<file path="src/rtl/uart_pkg.sv">
// uart_pkg: shared UART constants, FSM state encoding and baud divisors.
// UART_RX_PARITY_EN adds the PARITY state (11-bit frame).
package uart_pkg;

   localparam int OVERSAMPLE = 16;
   localparam int TICK_W     = 14;
   localparam int DATA_BITS  = 8;
   localparam int MID_TICK   = 7;

`ifdef UART_RX_PARITY_EN
   typedef enum logic [2:0] {
      IDLE, START, DATA, PARITY, STOP
   } rx_state_t;
`else
   typedef enum logic [2:0] {
      IDLE, START, DATA, STOP
   } rx_state_t;
`endif

   function automatic int unsigned baud_rate(input logic [2:0] sel);
      case (sel)
         3'd0:    return 300;
         3'd1:    return 1200;
         3'd2:    return 4800;
         3'd3:    return 9600;
         3'd4:    return 19200;
         3'd5:    return 38400;
         3'd6:    return 57600;
         default: return 115200;
      endcase
   endfunction

   // Rounded clk_hz / (16 * baud)
   function automatic logic [TICK_W-1:0] baud_div(
      input int unsigned clk_hz,
      input logic [2:0]  sel
   );
      int unsigned den;
      den = OVERSAMPLE * baud_rate(sel);
      return TICK_W'((clk_hz + den / 2) / den);
   endfunction

endpackage

</file>
<file path="src/rtl/baud_controller.sv">
// baud_controller: 16x oversample tick divider, one-clk Rx_sample_ENABLE.
// Counter restarts whenever baud_select changes.
module baud_controller
   import uart_pkg::*;
#(
   parameter int unsigned CLK_HZ = 50_000_000
) (
   input  logic       clk,
   input  logic       reset,
   input  logic [2:0] baud_select,
   output logic       Rx_sample_ENABLE
);

   localparam logic [TICK_W-1:0] DIV [8] = '{
      baud_div(CLK_HZ, 3'd0), baud_div(CLK_HZ, 3'd1),
      baud_div(CLK_HZ, 3'd2), baud_div(CLK_HZ, 3'd3),
      baud_div(CLK_HZ, 3'd4), baud_div(CLK_HZ, 3'd5),
      baud_div(CLK_HZ, 3'd6), baud_div(CLK_HZ, 3'd7)
   };

   logic [TICK_W-1:0] cnt;
   logic [TICK_W-1:0] div;
   logic [2:0]        sel_q;

   assign div = DIV[baud_select];

   always_ff @(posedge clk or negedge reset) begin
      if (!reset) begin
         cnt              <= '0;
         sel_q            <= '0;
         Rx_sample_ENABLE <= 1'b0;
      end else begin
         sel_q            <= baud_select;
         Rx_sample_ENABLE <= 1'b0;
         if (sel_q != baud_select) begin
            cnt <= '0;
         end else if (cnt == div - 1'b1) begin
            cnt              <= '0;
            Rx_sample_ENABLE <= 1'b1;
         end else begin
            cnt <= cnt + 1'b1;
         end
      end
   end

endmodule

</file>
<file path="src/rtl/uart_receiver.sv">
// uart_receiver: 16x oversampled 8-bit UART receive path with error flags.
// UART_RX_PARITY_EN enables the even-parity bit and Rx_PERROR.
module uart_receiver
   import uart_pkg::*;
#(
   parameter int unsigned CLK_HZ = 50_000_000
) (
   input  logic       clk,
   input  logic       reset,
   input  logic [2:0] baud_select,
   input  logic       Rx_EN,
   input  logic       RxD,
   output logic [7:0] Rx_DATA,
   output logic       Rx_VALID,
   output logic       Rx_FERROR,
   output logic       Rx_PERROR
);

   rx_state_t state, state_n;

   logic       rx_q1, rx_s, tick, mid;
   logic       armed, armed_n;
   logic [3:0] cnt, cnt_n;
   logic [2:0] bit_idx, bit_n;
   logic [7:0] shift, shift_n, data_n;
   logic       par_bad, par_bad_n;
   logic       valid_n, ferr_n, perr_n;

   baud_controller #(.CLK_HZ(CLK_HZ)) u_baud (
      .clk              (clk),
      .reset            (reset),
      .baud_select      (baud_select),
      .Rx_sample_ENABLE (tick)
   );

   always_ff @(posedge clk or negedge reset) begin
      if (!reset) begin
         rx_q1 <= 1'b1;
         rx_s  <= 1'b1;
      end else begin
         rx_q1 <= RxD;
         rx_s  <= rx_q1;
      end
   end

   // cnt is zeroed on start detection, so every mid-bit lands on cnt==7
   assign mid = tick && (cnt == 4'(MID_TICK));

   always_ff @(posedge clk or negedge reset) begin
      if (!reset) begin
         state     <= IDLE;
         armed     <= 1'b0;
         cnt       <= '0;
         bit_idx   <= '0;
         shift     <= '0;
         par_bad   <= 1'b0;
         Rx_DATA   <= '0;
         Rx_VALID  <= 1'b0;
         Rx_FERROR <= 1'b0;
         Rx_PERROR <= 1'b0;
      end else begin
         state     <= state_n;
         armed     <= armed_n;
         cnt       <= cnt_n;
         bit_idx   <= bit_n;
         shift     <= shift_n;
         par_bad   <= par_bad_n;
         Rx_DATA   <= data_n;
         Rx_VALID  <= valid_n;
         Rx_FERROR <= ferr_n;
         Rx_PERROR <= perr_n;
      end
   end

   always_comb begin
      state_n   = state;
      armed_n   = armed;
      cnt_n     = cnt;
      bit_n     = bit_idx;
      shift_n   = shift;
      par_bad_n = par_bad;
      data_n    = Rx_DATA;
      valid_n   = 1'b0;
      ferr_n    = Rx_FERROR;
      perr_n    = Rx_PERROR;
      if (tick)
         cnt_n = cnt + 4'd1;
      if (!Rx_EN) begin
         state_n = IDLE;
         armed_n = 1'b0;
      end else begin
         unique case (state)
            IDLE: if (tick) begin
               if (rx_s) begin
                  armed_n = 1'b1;
               end else if (armed) begin
                  state_n = START;
                  armed_n = 1'b0;
                  cnt_n   = '0;
                  ferr_n  = 1'b0;
                  perr_n  = 1'b0;
               end
            end
            START: if (mid) begin
               if (!rx_s) begin
                  state_n   = DATA;
                  bit_n     = '0;
                  par_bad_n = 1'b0;
               end else begin
                  state_n = IDLE;
               end
            end
            DATA: if (mid) begin
               shift_n = {rx_s, shift[7:1]};
               bit_n   = bit_idx + 3'd1;
               if (bit_idx == 3'(DATA_BITS - 1))
`ifdef UART_RX_PARITY_EN
                  state_n = PARITY;
`else
                  state_n = STOP;
`endif
            end
`ifdef UART_RX_PARITY_EN
            PARITY: if (mid) begin
               par_bad_n = rx_s ^ (^shift);
               state_n   = STOP;
            end
`endif
            STOP: if (mid) begin
               state_n = IDLE;
               ferr_n  = !rx_s;
               perr_n  = par_bad;
               if (rx_s && !par_bad) begin
                  data_n  = shift;
                  valid_n = 1'b1;
               end
            end
            default: state_n = IDLE;
         endcase
      end
   end

endmodule

</file>
<file path="config.mk">
export PLATFORM = sky130hd
export DESIGN_NAME = uart_receiver
export DESIGN_NICKNAME = d
export VERILOG_FILES = /design/src/rtl/uart_pkg.sv /design/src/rtl/baud_controller.sv /design/src/rtl/uart_receiver.sv
export SDC_FILE = /design/constraint.sdc
export NUM_CORES = 1
export LEC_CHECK = 0
export CORE_MARGIN = 2
export CORE_UTILIZATION = 57
export DETAILED_ROUTE_END_ITERATION = 8
export DONT_BUFFER_PORTS = 1
export PLACE_DENSITY = 0.75
export SYNTH_ARGS = -nofsm -noshare
export SYNTH_HDL_FRONTEND = slang
export SYNTH_SLANG_ARGS = --single-unit
</file>
<file path="constraint.sdc">
create_clock -name clk -period 2.1 [get_ports clk]
set_clock_uncertainty 0.05 [all_clocks]
set_input_delay 0.525 -clock clk [delete_from_list [all_inputs] [get_ports clk]]
set_output_delay 0.525 -clock clk [all_outputs]
set_load 0.1 [all_outputs]
</file>
-- Word level (Yosys, flattened, before mapping)
Memory sizes are Yosys's and may differ from the RTL's.
Index checks and enable logic that the tools add are counted.
- bits of input ports: 7
- register bits: 50
- output and inout port bits: 11
- memories kept: 1
- memory bits (read-only): 112
- word-level logic and storage cells: 95
- bitwise logic cells: 1
- reduce and logical (&&, ||, !) cells: 11
- mux-type cells: 40
- equal/unequal tests: 23
- add/subtract/negate cells: 4
- order comparisons: 1
- memories (name ; words ; width ; read ports ; clocked after memory_dff ; wr ports ; line ; text):
    (no name shown) ; 8 ; 14 ; 1 ; 0 ; 0 ; baud_controller.sv:25 ; assign div = DIV[baud_select];
- operators by type and width (cell ; count):
    2-to-1 mux 14 bit ; 4
    2-to-1 mux 3 bit ; 11
    2-to-1 mux 4 bit ; 6
    inequality test 3 bit (second input constant) ; 6
    adder 14 x 1 -> 14 bit (second input constant) ; 1
    equality test 14 bit ; 1
    2-to-1 mux 1 bit ; 14
    subtractor 14 x 1 -> 14 bit (second input constant) ; 1
    inequality test 2 bit (second input constant) ; 6
    one-hot mux 3 bit (4 select lines) ; 1
    AND reduction 7 bit ; 1
    equality test 3 x 2 -> 1 bit (second input constant) ; 2
    inequality test 2 x 1 -> 1 bit (second input constant) ; 3
    one-hot mux 3 bit (2 select lines) ; 1
    AND reduction 6 bit ; 1
    AND reduction 5 bit ; 1
    adder 4 x 1 -> 4 bit (second input constant) ; 1
    equality test 4 x 3 -> 1 bit (second input constant) ; 1
    greater-or-equal comparator 4 bit (second input constant) ; 1
    NOT 3 -> 4 bit ; 1
    one-hot mux 1 bit (2 select lines) ; 2
    AND reduction 4 bit ; 1
    nonzero test 2 bit ; 2
    adder 3 x 1 -> 3 bit (second input constant) ; 1
    10 further kinds ; 10

-- Longest topological paths before layout
- word-level depth: 8
- gate-level depth with buffers: 13
- mapped depth without buffers: 11

-- Hierarchy
A second synthesis with hierarchy kept.
- cells, all modules: 252
- area total of the unflattened synthesis: 2816.5 µm²
- by module, submodules not included (module ; seq. area each (µm²) ; cells an instance ; area each (µm²) ; instances):
    baud_controller ; 450.4 ; 153 ; 1477.7 ; 1
    uart_receiver ; 753.2 ; 99 ; 1338.8 ; 1

-- Worst setup path after synthesis
No wires, ideal clock.
- path type: input -> register
- start: input baud_select[0]
- end: register u_baud.cnt[10]
- cell stages on the path: 12
- setup slack: -0.902 ns
- path buffers: 2
- required time: 1.908 ns
- library setup time: 0.142 ns
- arrival: 2.809 ns
- path through: buf_2 -> inv_1 -> ha_1 -> mux2i_1 -> inv_1 -> ha_1 -> o21a_1 -> or4_1 -> o21a_1 -> a211oi_4 -> buf_6 -> nor3_2
- word-level cells in the longest chain between the ends: 8
- elaborated cells between the ends (all ways): 9
- those cells by class: add/sub (1); eq/ne (2); mux (4); bitwise (1); memory (1)
- ends and longest elaborated chain (what ; line ; text):
    start: declaration ; uart_receiver.sv:10 ; input logic [2:0] baud_select,
    NOT 3 -> 4 bit (implied by the code) ; baud_controller.sv:25 ;
    memory (8 x 14 bit) ; -- ;
    2-to-1 mux 14 bit (implied by the code) (2 in a row) ; baud_controller.sv:25 ;
    subtractor 14 x 1 -> 14 bit ; baud_controller.sv:37 ; end else if (cnt == div - 1'b1) begin
    equality test 14 bit ; baud_controller.sv:37 ;
    2-to-1 mux 14 bit ; baud_controller.sv:37 ;
    2-to-1 mux 14 bit * ; baud_controller.sv:35 ; if (sel_q != baud_select) begin
    end signal: assignment ; baud_controller.sv:41 ; cnt <= cnt + 1'b1;
    end: declaration ; baud_controller.sv:21 ; logic [TICK_W-1:0] cnt;
Mark *: on every way between the ends. The rest lies on a longest branch, timed or not. The select of a mux whose other input is x is not followed.
A chain may end at the register's enable or synchronous reset.

-- Worst setup path after layout
- start: input baud_select[1]
- end: register u_baud.cnt[1]
Same word-level chain as after synthesis.

==> flow_metrics.tcl <==
set metrics [dict create \
    status "complete, but fails checks" \
    violations "hold timing, setup timing" \
    routed_wl_um 4847 \
    relSlewSlack_pct 39.45 \
    fin_crit_ns 2.355 \
    track_usage_pct 20.83 \
    rows 25 \
    worst_pin_slew_ns 0.9083 \
    cts.sinks 48 \
    drtAntennaViolNets 0 \
    synth_top_cell_area_share_pct 42.05 \
    syn_area_per_cell_um2 11.27 \
    setup_viol 15 \
    first_pass_iters 4 \
    synth_most_common_cell "dfrtp_1" \
    clkTransAtPathRegs_ns 0.10 \
    hold_ws_ns -0.00007233 \
    die-area_mm2 0.005373 \
    io_pins 18 \
    vias_per_cell 5.780 \
    synth-edff-count 0 \
    cts.path.max_buffers 2 \
    post-cts-setup-buffer-count 0 \
    gp_congestion 0.8425 \
    ir_drop_uv 224.8 \
    synthAdderAreaFrac_pct 5.484 \
    layout_setup_ws_ns -0.2546 \
    worstSetupEndpointType "register" \
    dpl-instance-area_mm2 0.002958 \
    ys.flop_type "dfrtp_1" \
    grt_setup_unrepaired "true" \
    ys_top_cells_by_count "dfrtp_1, nor2_1, mux2_2, xnor2_1, xor2_1" \
    die_w_um 73.30 \
    path_max_fanout 14 \
    arrival_ns 2.49 \
    p_clk_share_pct 32.3 \
    root_buffer "clkbuf_8" \
    yosysSeqAreaShare_pct 43.97 \
    hold_viol 1 \
    portBuffers 0 \
    synth_seq_cells 48 \
    grt_pass1_vias 1829 \
    fp.dieH_um 73.30 \
    drt_iter0_markers 83 \
    pwr-share-seq_pct 56.2 \
    p_int_uw 1261 \
    worstSetupPathType "in2reg" \
    crit_required_ns 2.23 \
    max_freq_ghz 0.4247 \
    vias 1838 \
    finalInstanceArea_mm2 0.003085 \
    p_leak_uw 0.001361 \
    synth_xor_area_share_pct 9.918 \
    grt_pass1_wl_um 8569 \
    swShare_pct 25.39 \
    initial_core_util_pct 58.35 \
    num-nets-final 282 \
    maxCapViolCount 0 \
    combPwrFrac_pct 11.6 \
    final-max-slew-violation-count 0 \
    gr-total-overflow 0 \
    syn-instance-count 243 \
    cts_buffers 5 \
    cp-start-kind "primary input" \
    synth_simple_gate_area_share_pct 19.61 \
    clk_latency_ns 0.31 \
    htreeDepth 2 \
    post-route-drc-count 0 \
    finalCritPeriodShare_pct 112.1 \
    dp_hpwl_um 3387 \
    post_drt_wl_per_cell_um 15.24 \
    powerDensity_mw_per_mm2 547.8 \
    syn-num-nets 262 \
    cts_tree "built" \
    synth_compound_area_share_pct 6.856 \
    grt_antenna_before_repair 0 \
    grt_max_degree 49 \
    num_antenna_cells 0 \
    hold_path.class "in2async" \
    drive_above_1_share_pct 28.41 \
    area_growth_pct 12.71 \
    power_uw 1690 \
    p_switching_uw 429.2 \
    synthTopCellsByArea "dfrtp_1, mux2_2, ha_1" \
    syn_area_mm2 0.002738 \
    async_reset_ff_share_pct 100.0 \
    synth_top_area_cell "dfrtp_1" \
    yosys_warnings 0 \
    muxShareOfSynthArea_pct 10.28 \
    core_mm2 0.004692 \
    synth_top_family_by_area "simple AND/OR/NAND/NOR gates" \
    yosysUniqueCellTypes 50 \
]
## layer usage
layer | share of wire [%] | GRT usage [%] | up-vias
met3 | 2.7 | 5.213 | 6
met5 | 0 | 0 | -
li1 | - | - | 898
met1 | 47 | 27.43 | 917
met2 | 49 | 33.83 | 17
met4 | 1.3 | 6.667 | 0
## final timing paths
path / from / slack [ns] / end / cells past startpoint
setup / recovery: baud_select[1] / -0.25 / u_baud.cnt[1] / 9
hold / removal: reset / -0.00007 / u_baud.sel_q[0] / 1
setup reg to reg: u_baud.cnt[13] / 0.02 / u_baud.cnt[1] / 7
hold reg to reg: rx_q1 / 0.31 / rx_s / 0
max in group asynchronous: reset / 1.73 / rx_q1 / 1
min in group clk: RxD / 0.16 / rx_q1 / 0
## flip-flops by register name, summed over array words and instances (netlist names), named ones only
| register | count |
|---|---|
| u_baud.Rx_sample_ENABLE | 1 |
| rx_q1 | 1 |
| state | 2 |
| bit_idx | 3 |
| rx_s | 1 |
| Rx_VALID | 1 |
| shift | 8 |
| cnt | 3 |
| armed | 1 |
| Rx_FERROR | 1 |
| Rx_DATA | 8 |
| u_baud.sel_q | 3 |
| u_baud.cnt | 14 |
## repair_timing
| item | in CTS | in global routing |
|---|---|---|
| setup endpoints to repair | 15 | 15 |
| gates resized for setup | 2 | 1 |
| hold endpoints to repair | 48 | 0 |
| hold buffers | 1 | 0 |
| pin swaps | 1 | 1 |
## stage by stage
step / TNS (ns) / setup slack (ns) / utilization (%) / cells / hold WS, ns
global route: -4.697 / -0.3371 / 65.76 / 318 / 0.01369
CTS: -3.839 / -0.2782 / 65.71 / 318 / 0.007276
floorplan: -9.523 / -0.6919 / - / 243 / 0.1794
detailed placement: -9.090 / -0.6257 / 63.04 / 309 / 0.1804
global placement: -8.611 / -0.5924 / 63.04 / 309 / 0.1803
finish: -3.479 / -0.2546 / 65.76 / 318 / -0.00007233
## worst max-delay path: stages
cell and delay, ns:
inv_1 0.14, ha_2 0.22, buf_4 0.11, nand4b_4 0.10, or4_1 0.51, a2111o_1 0.36, a211oi_4 0.27, buf_12 0.19
nor3b_1 0.06
## area by class of cell
| type | count | area [µm²] |
|---|---|---|
| clock inverters | 2 | 12.51 |
| multi-input cells | 178 | 1485 |
| clock buffers | 6 | 72.57 |
| flip-flops and latches | 48 | 1204 |
| inverters | 5 | 23.77 |
| well taps | 54 | 67.56 |
| repair buffers | 25 | 220.2 |
| fillers | 357 | 1607 |
## cell usage in the layout (no fill, tap or decap), types with 5 or more instances in the layout
cell      count
xnor2_1      17
nor3b_1       5
buf_4        23
ha_1          9
clkbuf_8      5
mux2i_1       8
nor3_2       11
and3_1        5
nand4_1       5
nand2_1      13
mux2_2       16
xor2_1       14
dfrtp_1      46
nor2_1       18
nand3_1       7
nor3_1        5
## power by group through the flow
stage,combinational (µW),sequential (µW),clock (µW)
floorplan,150,965,0
global placement,167,968,0
detailed placement,169,967,0
CTS,197,949,561
global route,218,951,605
finish,195,949,545
## cell families after synthesis
group	after synthesis
AOI/OAI and AO/OA	22
xor gates and xnor gates	31
adders and majority gates	12
buffers and inverters	17
DFF	48
muxes	26
other	1
and+or+nand+nor	86
(Power assumes the default switching activity.)
